===== src/rtl/sdiv_r32m_pkg.sv =====
// rtl/sdiv_r32m_pkg.sv - shared divide op codes, FSM state type and helpers
package sdiv_r32m_pkg;

  // Operation codes, equal to funct3[1:0] of the RV32M divide group
  localparam logic [1:0] DIVC  = 2'b00;
  localparam logic [1:0] DIVUC = 2'b01;
  localparam logic [1:0] REMC  = 2'b10;
  localparam logic [1:0] REMUC = 2'b11;

  typedef enum logic [1:0] {
    IDLE   = 2'b00,
    CALC   = 2'b01,
    ADJUST = 2'b10,
    DONE   = 2'b11
  } state_t;

  // Signed ops are the ones with code bit 0 clear (DIVC, REMC)
  function automatic logic isSignedDiv(input logic [1:0] code);
    return ~code[0];
  endfunction

endpackage


===== src/rtl/div_core_r32m.sv =====
// rtl/div_core_r32m.sv - radix-2 restoring shift/subtract datapath with iteration counter
module div_core_r32m
  import sdiv_r32m_pkg::*;
#(
  parameter int dataW = 32
) (
  input  logic             clk,
  input  logic             nReset,
  input  logic             load,
  input  logic             step,
  input  logic [dataW-1:0] dividendMag,
  input  logic [dataW-1:0] divisorMag,
  output logic [dataW-1:0] quo,
  output logic [dataW-1:0] rem,
  output logic             last
);

  localparam int cntW = $clog2(dataW);

  logic [dataW-1:0] quo_q;
  logic [dataW-1:0] rem_q;
  logic [dataW-1:0] dmag_q;
  logic [cntW-1:0]  cnt_q;

  // Partial remainder shifted left with the next dividend bit; one extra bit
  // so the trial subtraction borrow shows up in the MSB.
  logic [dataW:0] shifted;
  logic [dataW:0] diff;

  assign shifted = {rem_q, quo_q[dataW-1]};
  assign diff    = shifted - {1'b0, dmag_q};

  // Operand load, then one quotient bit per step with restore on borrow
  always_ff @(posedge clk or negedge nReset) begin
    if (!nReset) begin
      quo_q  <= '0;
      rem_q  <= '0;
      dmag_q <= '0;
      cnt_q  <= '0;
    end else if (load) begin
      quo_q  <= dividendMag;
      rem_q  <= '0;
      dmag_q <= divisorMag;
      cnt_q  <= cntW'(dataW - 1);
    end else if (step) begin
      if (!diff[dataW]) begin
        rem_q <= diff[dataW-1:0];
        quo_q <= {quo_q[dataW-2:0], 1'b1};
      end else begin
        rem_q <= shifted[dataW-1:0];
        quo_q <= {quo_q[dataW-2:0], 1'b0};
      end
      cnt_q <= cnt_q - 1'b1;
    end
  end

  assign quo  = quo_q;
  assign rem  = rem_q;
  assign last = (cnt_q == '0);

endmodule


===== src/rtl/sdiv_r32m.sv =====
// rtl/sdiv_r32m.sv - iterative RV32M DIV/DIVU/REM/REMU unit with start/done handshake
module sdiv_r32m
  import sdiv_r32m_pkg::*;
#(
  parameter int dataW = 32
) (
  input  logic             clk,
  input  logic             nReset,
  input  logic             start,
  input  logic             flush,
  input  logic [1:0]       divCode,
  input  logic [dataW-1:0] dividend,
  input  logic [dataW-1:0] divisor,
  output logic             ready,
  output logic             done,
  output logic [dataW-1:0] out
);

  localparam logic [dataW-1:0] MINNEG = {1'b1, {(dataW-1){1'b0}}};

  state_t state_q, state_d;

  logic [1:0]       code_q;
  logic             negQ_q;
  logic             negR_q;
  logic [dataW-1:0] out_q;

  logic             load;
  logic             step;
  logic             last;
  logic [dataW-1:0] quo;
  logic [dataW-1:0] rem;

  // Special-case detection and magnitudes, evaluated on the live inputs
  logic             sgn;
  logic             divZero;
  logic             ovf;
  logic             special;
  logic [dataW-1:0] specialRes;
  logic             aNeg;
  logic             bNeg;
  logic [dataW-1:0] aMag;
  logic [dataW-1:0] bMag;
  logic             accept;

  assign sgn        = isSignedDiv(divCode);
  assign divZero    = (divisor == '0);
  assign ovf        = sgn && (dividend == MINNEG) && (divisor == '1);
  assign special    = divZero || ovf;
  assign specialRes = divZero ? (divCode[1] ? dividend : '1)
                              : (divCode[1] ? '0 : dividend);
  assign aNeg       = sgn && dividend[dataW-1];
  assign bNeg       = sgn && divisor[dataW-1];
  assign aMag       = aNeg ? (~dividend + 1'b1) : dividend;
  assign bMag       = bNeg ? (~divisor + 1'b1) : divisor;
  assign accept     = (state_q == IDLE) && start && !flush;

  div_core_r32m #(.dataW(dataW)) u_core (
    .clk         (clk),
    .nReset      (nReset),
    .load        (load),
    .step        (step),
    .dividendMag (aMag),
    .divisorMag  (bMag),
    .quo         (quo),
    .rem         (rem),
    .last        (last)
  );

  // State register
  always_ff @(posedge clk or negedge nReset) begin
    if (!nReset) state_q <= IDLE;
    else         state_q <= state_d;
  end

  // Next state and handshake outputs; flush overrides every transition
  always_comb begin
    state_d = state_q;
    ready   = 1'b0;
    done    = 1'b0;
    load    = 1'b0;
    step    = 1'b0;
    case (state_q)
      IDLE: begin
        ready = 1'b1;
        if (start && !flush) begin
          if (special) begin
            state_d = DONE;
          end else begin
            load    = 1'b1;
            state_d = CALC;
          end
        end
      end
      CALC: begin
        step = 1'b1;
        if (last) state_d = ADJUST;
      end
      ADJUST: state_d = DONE;
      DONE: begin
        done    = 1'b1;
        state_d = IDLE;
      end
      default: state_d = IDLE;
    endcase
    if (flush) state_d = IDLE;
  end

  // Latch op and sign fix-up flags at accept; result lands in out_q either
  // at accept (special cases) or in ADJUST, and is untouched on flush
  always_ff @(posedge clk or negedge nReset) begin
    if (!nReset) begin
      code_q <= '0;
      negQ_q <= 1'b0;
      negR_q <= 1'b0;
      out_q  <= '0;
    end else if (accept) begin
      code_q <= divCode;
      negQ_q <= aNeg ^ bNeg;
      negR_q <= aNeg;
      if (special) out_q <= specialRes;
    end else if ((state_q == ADJUST) && !flush) begin
      if (code_q[1]) out_q <= negR_q ? (~rem + 1'b1) : rem;
      else           out_q <= negQ_q ? (~quo + 1'b1) : quo;
    end
  end

  assign out = out_q;

endmodule


===== config.mk =====
export PLATFORM = sky130hd
export DESIGN_NAME = sdiv_r32m
export DESIGN_NICKNAME = d
export VERILOG_FILES = /design/src/rtl/sdiv_r32m_pkg.sv /design/src/rtl/div_core_r32m.sv /design/src/rtl/sdiv_r32m.sv
export SDC_FILE = /design/constraint.sdc
export NUM_CORES = 1
export LEC_CHECK = 0
export BUFFER_PORTS_ARGS = -buffer_cell sky130_fd_sc_hd__buf_2
export CORE_UTILIZATION = 35
export CTS_CLUSTER_SIZE = 40
export DETAILED_ROUTE_END_ITERATION = 7
export GPL_TIMING_DRIVEN = 1
export SYNTH_ARGS = -nofsm -noshare
export SYNTH_HDL_FRONTEND = slang
export SYNTH_SLANG_ARGS = --single-unit

===== constraint.sdc =====
create_clock -name clk -period 3.45 [get_ports clk]
set_clock_uncertainty 0.2 [all_clocks]
set_input_delay 0.1725 -clock clk [delete_from_list [all_inputs] [get_ports clk]]
set_output_delay 0.1725 -clock clk [all_outputs]
set_load 0.1 [all_outputs]

==> results.cfg, run 1 <==
[floorplanning]
rows = 64
die_area_um2 = 32400
coreArea_um2 = 30900
ios = 104
die_x_um = 180
start_util = 0.359
dieHeight_um = 180

[setup_path]
cp.required_ns = 3.56
cp.arrival_ns = 3.40
endpoint_kind = flip-flop
cp-startpoint = divisor[12]
cp-start-kind = primary input
crit_fanout = 41
crit_type = in -> reg
timing.rr.start = u_core.rem[18]

[synthesis]
synth.area.top_cells = dfrtp_1, xnor2_1, o21ai_0, a21oi_1, nand2_1
synth.distinct_cells = 76
syn-num-nets = 1490
yosys_most_used_dff = dfrtp_1
ys_warn_count = 0
async_reset_ff_frac = 1.00
yosysSeqAreaShare = 0.312
synthCells = 1376
avgSynthCellArea_um2 = 8.05
yosysTopAreaCellShare = 0.312
synth_top_area_cell = dfrtp_1
synth_edf_count = 0
synth_area_um2 = 11100
synth-seq-cells = 138

[run_status]
violations = DRC
status = finished with violations

[grt]
grt_overflow = 0
grt.total_usage = 0.221
grt_max_degree = 88
antenna_found_initial = 0
grt_pass1_vias = 10400
grt_pass1_wl_mm = 57.4

[sta]
worst_pin_slew_ns = 1.11
fin_crit_ns = 3.29
slew_viol_final = 0
setup_slack_ns = 0.161
slew-limit-headroom = 0.261
tns_ns = 0
setup_viol = 0
holdWs_ns = 0.0220
rsz0062_at_grt = yes
hold_violations = 0
min_period_over_period = 0.953
max_freq_ghz = 0.304

[pwr]
powerDensity_nw_per_um2 = 967
max-vdd-ir-drop_mv = 0.464
p_seq_frac = 0.227
power_mw = 13.4
p_clk_frac = 0.155
internal_power_mw = 6.68
p_leak_nw = 5.86
p_sw_frac = 0.500
power.net_switching_mw = 6.68
p_comb_frac = 0.618

[placed_design]
placed_cells = 1860
port-buffer-count = 103
gp_congestion = 0.858
hpwl_mm = 26.3
pre_cts_slack_ns = -0.156
placed_cell_area_um2 = 12400

[hold_path]
holdCritStartpoint = divisor[20]
hold_class = in -> reg

[final_layout]
n_antenna_cell = 0
nets = 1673
syn2layout_area_growth_pct = 24.7
layout_common_cells = nand2_1, dfrtp_1, o21ai_0
final_common_cell = nand2_1
utilization = 0.447
final_cell_area_um2 = 13800
layout-drive-gt1-share = 0.146
instances_no_fill = 1967

[drt]
drc_errors = 7
drtIter0Drc = 1098
post_drt_wl_per_cell_um = 18.2
drt_first_pass_iters = 8
via_per_inst = 5.59
ant_nets = 0
postRouteWirelength_mm = 35.7
vias = 11000

[clock_network]
cts_sinks = 138
cts_tree = yes
cts_buffers = 17
cts.clk_slew.worst_paths_ns = 0.07
root_buffer = clkbuf_16
clock_latency_ns = 0.43
ctsHtreeMaxLevel = 4
clock_path_buffers = 2

[flow_run]
cap_violations = 0
[per-layer routing]
layer,part of all wire,up-vias,global-route usage
met2,0.44,359,0.344
met3,0.055,39,0.0278
li1,-,5310,-
met1,0.48,5295,0.320
met4,0.021,0,0.0600
met5,0,-,0
[worst paths after layout]
kind                                     endpoint  cells past startpoint  slack [ns]
max in group asynchronous          u_core.rem[12]                      3        2.10
worst max register to register     u_core.rem[24]                     11        0.18
min in group asynchronous           u_core.quo[7]                      2        0.15
worst min register to register  u_core.dmag_q[25]                      2        0.28
worst min-delay path            u_core.dmag_q[21]                      5        0.02
worst max-delay path            u_core.dmag_q[31]                     12        0.16
[power groups by stage]
stage	Clock [mW]	Combinational [mW]	Sequential [mW]
finish	2.08	8.25	3.03
global route	2.17	9.02	3.12
CTS	2.10	8.10	3.01
detailed placement	0	7.98	3.02
global placement	0	7.92	3.02
floorplan	0	4.88	3.94
[registers in the layout, summed over array words and instances (netlist names)]
name           flops
code_q             1
negQ_q             1
negR_q             1
out               32
state_q            2
u_core.cnt_q       5
u_core.dmag_q     32
u_core.quo        32
u_core.rem        32
[repair_timing]
action                                  CTS  global route
endpoints found under the setup margin    0            36
resized for setup                         0             5
endpoints found under the hold margin   178             0
setup buffers                             0             3
hold buffers                             72             0
[synth_stat cells (all sizes together), types with 9 or more instances]
master / n
or3: 10
nor4: 14
xnor2: 87
mux2i: 55
o21ai: 146
dfrtp: 138
a211oi: 11
nand4: 16
nand3: 23
xor2: 64
o211ai: 29
nor3: 27
a31oi: 15
o31ai: 35
inv: 60
nor2: 97
buf: 20
clkbuf: 62
nand2b: 13
nor2b: 9
a21oi: 118
o41ai: 14
nand2: 157
a21o: 12
ha: 43
or4: 14
[area by class of cell]
type                            count  area, µm²
Clock inverter                     13        215
Sequential cell                   138       3450
Multi-Input combinational cell   1096       7120
Tap cell                          396        495
Fill cell                        3048      17100
Clock buffer                       18        429
Inverter                           60        225
Timing Repair Buffer              246       1880
[worst max-delay path, stage by stage]
cell and delay [ns]:
dlygate4sd3_1 0.52, buf_2 0.15, nand4_1 0.09, or4_1 0.60, nor3_1 0.23, nand4b_1 0.26
o21ai_4 0.24, buf_12 0.14, nor2_4 0.15, nand2_1 0.14, o22ai_1 0.07, dlygate4sd3_1 0.59
[logic make-up (layout without fill, tap and decap cells)]
family | count (synthesis) | after routing | share of synthesized area
fa+ha+maj | 44 | 44 | 0.0504
simple gates | 410 | 410 | 0.175
xor+xnor | 151 | 151 | 0.119
mux | 56 | 56 | 0.0507
buf+inv | 142 | 337 | 0.0504
flops | 138 | 138 | 0.312
compound gates | 435 | 435 | 0.243
Power figures use the tool's default switching activity.
==> inputs of run 2 (changes only) <==
- CELL_PAD_IN_SITES_DETAIL_PLACEMENT: not set -> 1
- CELL_PAD_IN_SITES_GLOBAL_PLACEMENT: not set -> 2
- CTS_CLUSTER_SIZE: 40 -> 8
- PLACE_DENSITY_LB_ADDON: not set -> 0.1
==> results.cfg, run 2 (synthesis results as in run 1) <==
[drt]
postRouteWirelength_mm = 41.6
ant_nets = 0
post_drt_wl_per_cell_um = 21.0
drc_errors = 4
drtIter0Drc = 597
via_per_inst = 5.56
drt_first_pass_iters = 6
vias = 11000

[clock_network]
clock_path_buffers = 2
ctsHtreeMaxLevel = 4
cts_tree = yes
cts.clk_slew.worst_paths_ns = 0.06
clock_latency_ns = 0.45
cts_buffers = 17
cts_sinks = 138
root_buffer = clkbuf_16

[sta]
setup_viol = 0
fin_crit_ns = 3.31
slew_viol_final = 0
max_freq_ghz = 0.302
min_period_over_period = 0.960
setup_slack_ns = 0.139
worst_pin_slew_ns = 1.11
tns_ns = 0
slew-limit-headroom = 0.263
hold_violations = 0

[final_layout]
instances_no_fill = 1978
nets = 1683
layout_common_cells = nand2_1, dfrtp_1, o21ai_0
final_cell_area_um2 = 13900
syn2layout_area_growth_pct = 25.7
final_common_cell = nand2_1
layout-drive-gt1-share = 0.156
n_antenna_cell = 0

[setup_path]
cp.arrival_ns = 3.48
crit_fanout = 6
cp-start-kind = primary input
crit_type = in -> reg
cp.required_ns = 3.62
endpoint_kind = flip-flop

[grt]
grt.total_usage = 0.261
grt_max_degree = 83
grt_pass1_wl_mm = 65.8
grt_pass1_vias = 11100
grt_overflow = 0
antenna_found_initial = 0

[placed_design]
gp_congestion = 0.866
placed_cell_area_um2 = 12500
pre_cts_slack_ns = 0.0608
placed_cells = 1870
hpwl_mm = 30.7
port-buffer-count = 103

[pwr]
p_seq_frac = 0.232
powerDensity_nw_per_um2 = 969
p_sw_frac = 0.511
power.net_switching_mw = 6.89
p_comb_frac = 0.619
max-vdd-ir-drop_mv = 0.456
p_clk_frac = 0.149
p_leak_nw = 5.91
internal_power_mw = 6.60

[floorplanning]
start_util = 0.359
coreArea_um2 = 30900
rows = 64
dieHeight_um = 180
die_area_um2 = 32400
ios = 104
die_x_um = 180

[flow_run]
cap_violations = 0

[hold_path]
hold_class = in -> reg

[run_status]
violations = DRC
status = finished with violations
==> run 2: cell types whose count changed in the layout (fill, tap and decap cells not counted), sizes merged <==
cell / previous run / this run
buf: 173 / 180
bufinv: 5 / 3
clkbuf: 19 / 25
clkinvlp: 1 / 3
dlygate4sd3: 72 / 73
inv: 63 / 60
==> run 2: per-stage QoR <==
step	total power, mW	utilization	hold WS, ns
6_report	13.5	0.451	0.00885
5_1_grt	14.5	0.451	0.0674
4_1_cts	13.5	0.448	0.00645
3_5_place_dp	11.3	0.404	-0.00795
3_3_place_gp	11.2	0.404	-0.0119
2_1_floorplan	8.82	-	-0.323
==> run 2: per-layer routing <==
| layer | up-vias | global-route usage | routed length (µm) |
|---|---|---|---|
| met5 | - | 0 | 0 |
| met4 | 0 | 0.0790 | 818 |
| met3 | 34 | 0.0278 | 1250 |
| met2 | 212 | 0.409 | 18600 |
| met1 | 5441 | 0.375 | 20900 |
| li1 | 5318 | - | - |
==> run 2: final cells by class <==
| cell class | count | area (µm²) |
|---|---|---|
| Timing Repair Buffer | 256 | 1980 |
| Sequential cell | 138 | 3450 |
| Inverter | 60 | 225 |
| Tap cell | 396 | 495 |
| Clock buffer | 22 | 484 |
| Fill cell | 3764 | 17000 |
| Multi-Input combinational cell | 1096 | 7160 |
| Clock inverter | 10 | 140 |
==> run 2: power by group through the flow <==
stage               registers [mW]  logic [mW]  clock network, mW
CTS                           3.13        8.30               2.05
global route                  3.25        9.10               2.10
detailed placement            3.14        8.17                  0
floorplan                     3.94        4.88                  0
finish                        3.13        8.36               2.01
global placement              3.13        8.09                  0
==> run 2: final timing paths <==
check / from / endpoint / slack (ns) / cells after the start
max: divisor[2] / u_core.dmag_q[31] / 0.14 / 11
min: start / state_q[1] / 0.009 / 5
max reg2reg: u_core.quo[16] / out[22] / 0.21 / 7
min reg2reg: u_core.dmag_q[29] / u_core.dmag_q[29] / 0.28 / 2
max in group asynchronous: nReset / code_q[1] / 2.09 / 3
min in group asynchronous: nReset / u_core.rem[16] / 0.06 / 2
==> run 2: critical path, cell delays in order <==
cell and delay (ns):
dlygate4sd3_1 0.53, buf_2 0.17, nor4_1 0.38, buf_4 0.19, nor4b_1 0.52, nand3_1 0.25, nor2_1 0.22, and2_1 0.27
a21oi_1 0.10, o22ai_1 0.12, dlygate4sd3_1 0.56
==> run 2: repair_timing <==
action	4_1_cts	5_1_grt
endpoints found under the setup margin	0	34
gates resized for setup	0	14
hold endpoints to repair	148	0
buffers inserted	0	2
hold buffers	73	0
==> inputs of run 3 (changes only) <==
- clock period: 3.45 -> 3.1 ns (I/O delays scaled with it)
==> results.cfg, run 3 (synthesis results as in run 1) <==
[run_status]
status = finished with violations
violations = DRC

[pwr]
p_leak_nw = 6.40
powerDensity_nw_per_um2 = 1090
max-vdd-ir-drop_mv = 0.510
power_mw = 16.3

[clock_network]
root_buffer = clkbuf_16
cts_sinks = 138
cts_tree = yes
cts.clk_slew.worst_paths_ns = 0.07
ctsHtreeMaxLevel = 4
clock_latency_ns = 0.43
cts_buffers = 17
clock_path_buffers = 2

[grt]
grt.total_usage = 0.263
grt_overflow = 0
grt_pass1_wl_mm = 66.7
grt_max_degree = 71
antenna_found_initial = 0
grt_pass1_vias = 11600

[sta]
setup_viol = 0
slew-limit-headroom = 0.284
max_freq_ghz = 0.326
hold_violations = 0
min_period_over_period = 0.989
worst_pin_slew_ns = 1.07
slew_viol_final = 0
fin_crit_ns = 3.07
tns_ns = 0
rsz0062_at_grt = yes

[final_layout]
final_common_cell = nand2_1
nets = 1766
syn2layout_area_growth_pct = 35.3
layout_common_cells = nand2_1, buf_4, dfrtp_1
nFillCells = 3717
layout-drive-gt1-share = 0.237
n_antenna_cell = 0

[setup_path]
endpoint_kind = flip-flop
cp.arrival_ns = 3.16
cp.required_ns = 3.19
crit_fanout = 6
cp-start-kind = flip-flop
crit_type = reg -> reg

[placed_design]
hpwl_mm = 30.9
port-buffer-count = 103
gp_congestion = 0.870

[hold_path]
hold_class = in -> reg

[floorplanning]
die_x_um = 180
ios = 104
start_util = 0.359
rows = 64
coreArea_um2 = 30900
dieHeight_um = 180
die_area_um2 = 32400

[drt]
vias = 11400
postRouteWirelength_mm = 43.1
post_drt_wl_per_cell_um = 20.9
drc_errors = 4
drt_first_pass_iters = 7
via_per_inst = 5.54
ant_nets = 0
drtIter0Drc = 662

[flow_run]
cap_violations = 0
[run 3: cell types whose count changed in the layout (fill, tap and decap cells not counted), moves of 11 or more]
cell / change
ha_1: -11
buf_4: +76
a21oi_1: -11
a21oi_2: +11
[run 3: worst max-delay path: stages, from the launching register on]
cell,delay [ns]
dfrtp_1,0.40
or4_4,0.54
or3_4,0.38
or3_4,0.38
or2_4,0.28
o31ai_2,0.22
xnor2_1,0.09
o211ai_1,0.28
o311ai_1,0.15
[run 3: final cells by class]
| cell class | count | area (µm²) | share of cell area |
|---|---|---|---|
| Sequential cell | 138 | 3460 | 0.231 |
| Clock inverter | 14 | 170 | 0.0114 |
| Clock buffer | 18 | 429 | 0.0286 |
| Inverter | 60 | 225 | 0.0150 |
| Multi-Input combinational cell | 1096 | 7490 | 0.499 |
| Timing Repair Buffer | 339 | 2730 | 0.182 |
| Tap cell | 396 | 495 | 0.0330 |
[run 3: what timing repair did]
item,in CTS,in global routing
pin swaps,5,16
endpoints found under the hold margin,148,0
setup buffers,3,11
resized for setup,21,69
hold buffers,71,0
endpoints found under the setup margin,29,115
gates cloned,1,3
[run 3: routing by layer]
layer  global-route usage  share of wire  vias to the layer above  wire (µm)
met3               0.0308          0.032                       31       1370
met4               0.0638          0.011                        0        495
met5                    0              0                        -          0
li1                     -              -                     5491          -
met1                0.372           0.49                     5669      21200
met2                0.426           0.46                      229      20000
[run 3: where the power goes]
group	switching (mW)	internal (mW)	total (mW)
Combinational	6.49	4.37	10.9
Sequential	0.733	2.54	3.28
Clock	0.897	1.27	2.17
[run 3: final timing paths]
check | from | end | slack (ns) | depth (start not counted)
max | u_core.quo[10] | out[23] | 0.03 | 8
min | divisor[3] | u_core.dmag_q[3] | 0.03 | 4
max reg2reg | u_core.quo[10] | out[23] | 0.03 | 8
min reg2reg | u_core.dmag_q[20] | u_core.dmag_q[20] | 0.28 | 2
max in group asynchronous | nReset | u_core.quo[17] | 1.81 | 3
min in group asynchronous | nReset | u_core.rem[17] | 0.10 | 2
[run 3: per-stage QoR]
stage                     setup WS [ns]  hold WS [ns]  std cells  instance area (µm²)  utilization
final                            0.0349        0.0305       2061                15000        0.485
after global routing            -0.0620        0.0349       2061                15000        0.485
after CTS                       0.00133       0.00525       2047                14500        0.469
after detailed placement        -0.0770        0.0311       1940                13100        0.423
after global placement          0.00392        0.0324       1940                13100        0.423
after floorplan                  0.0150        -0.341       1376                11100            -
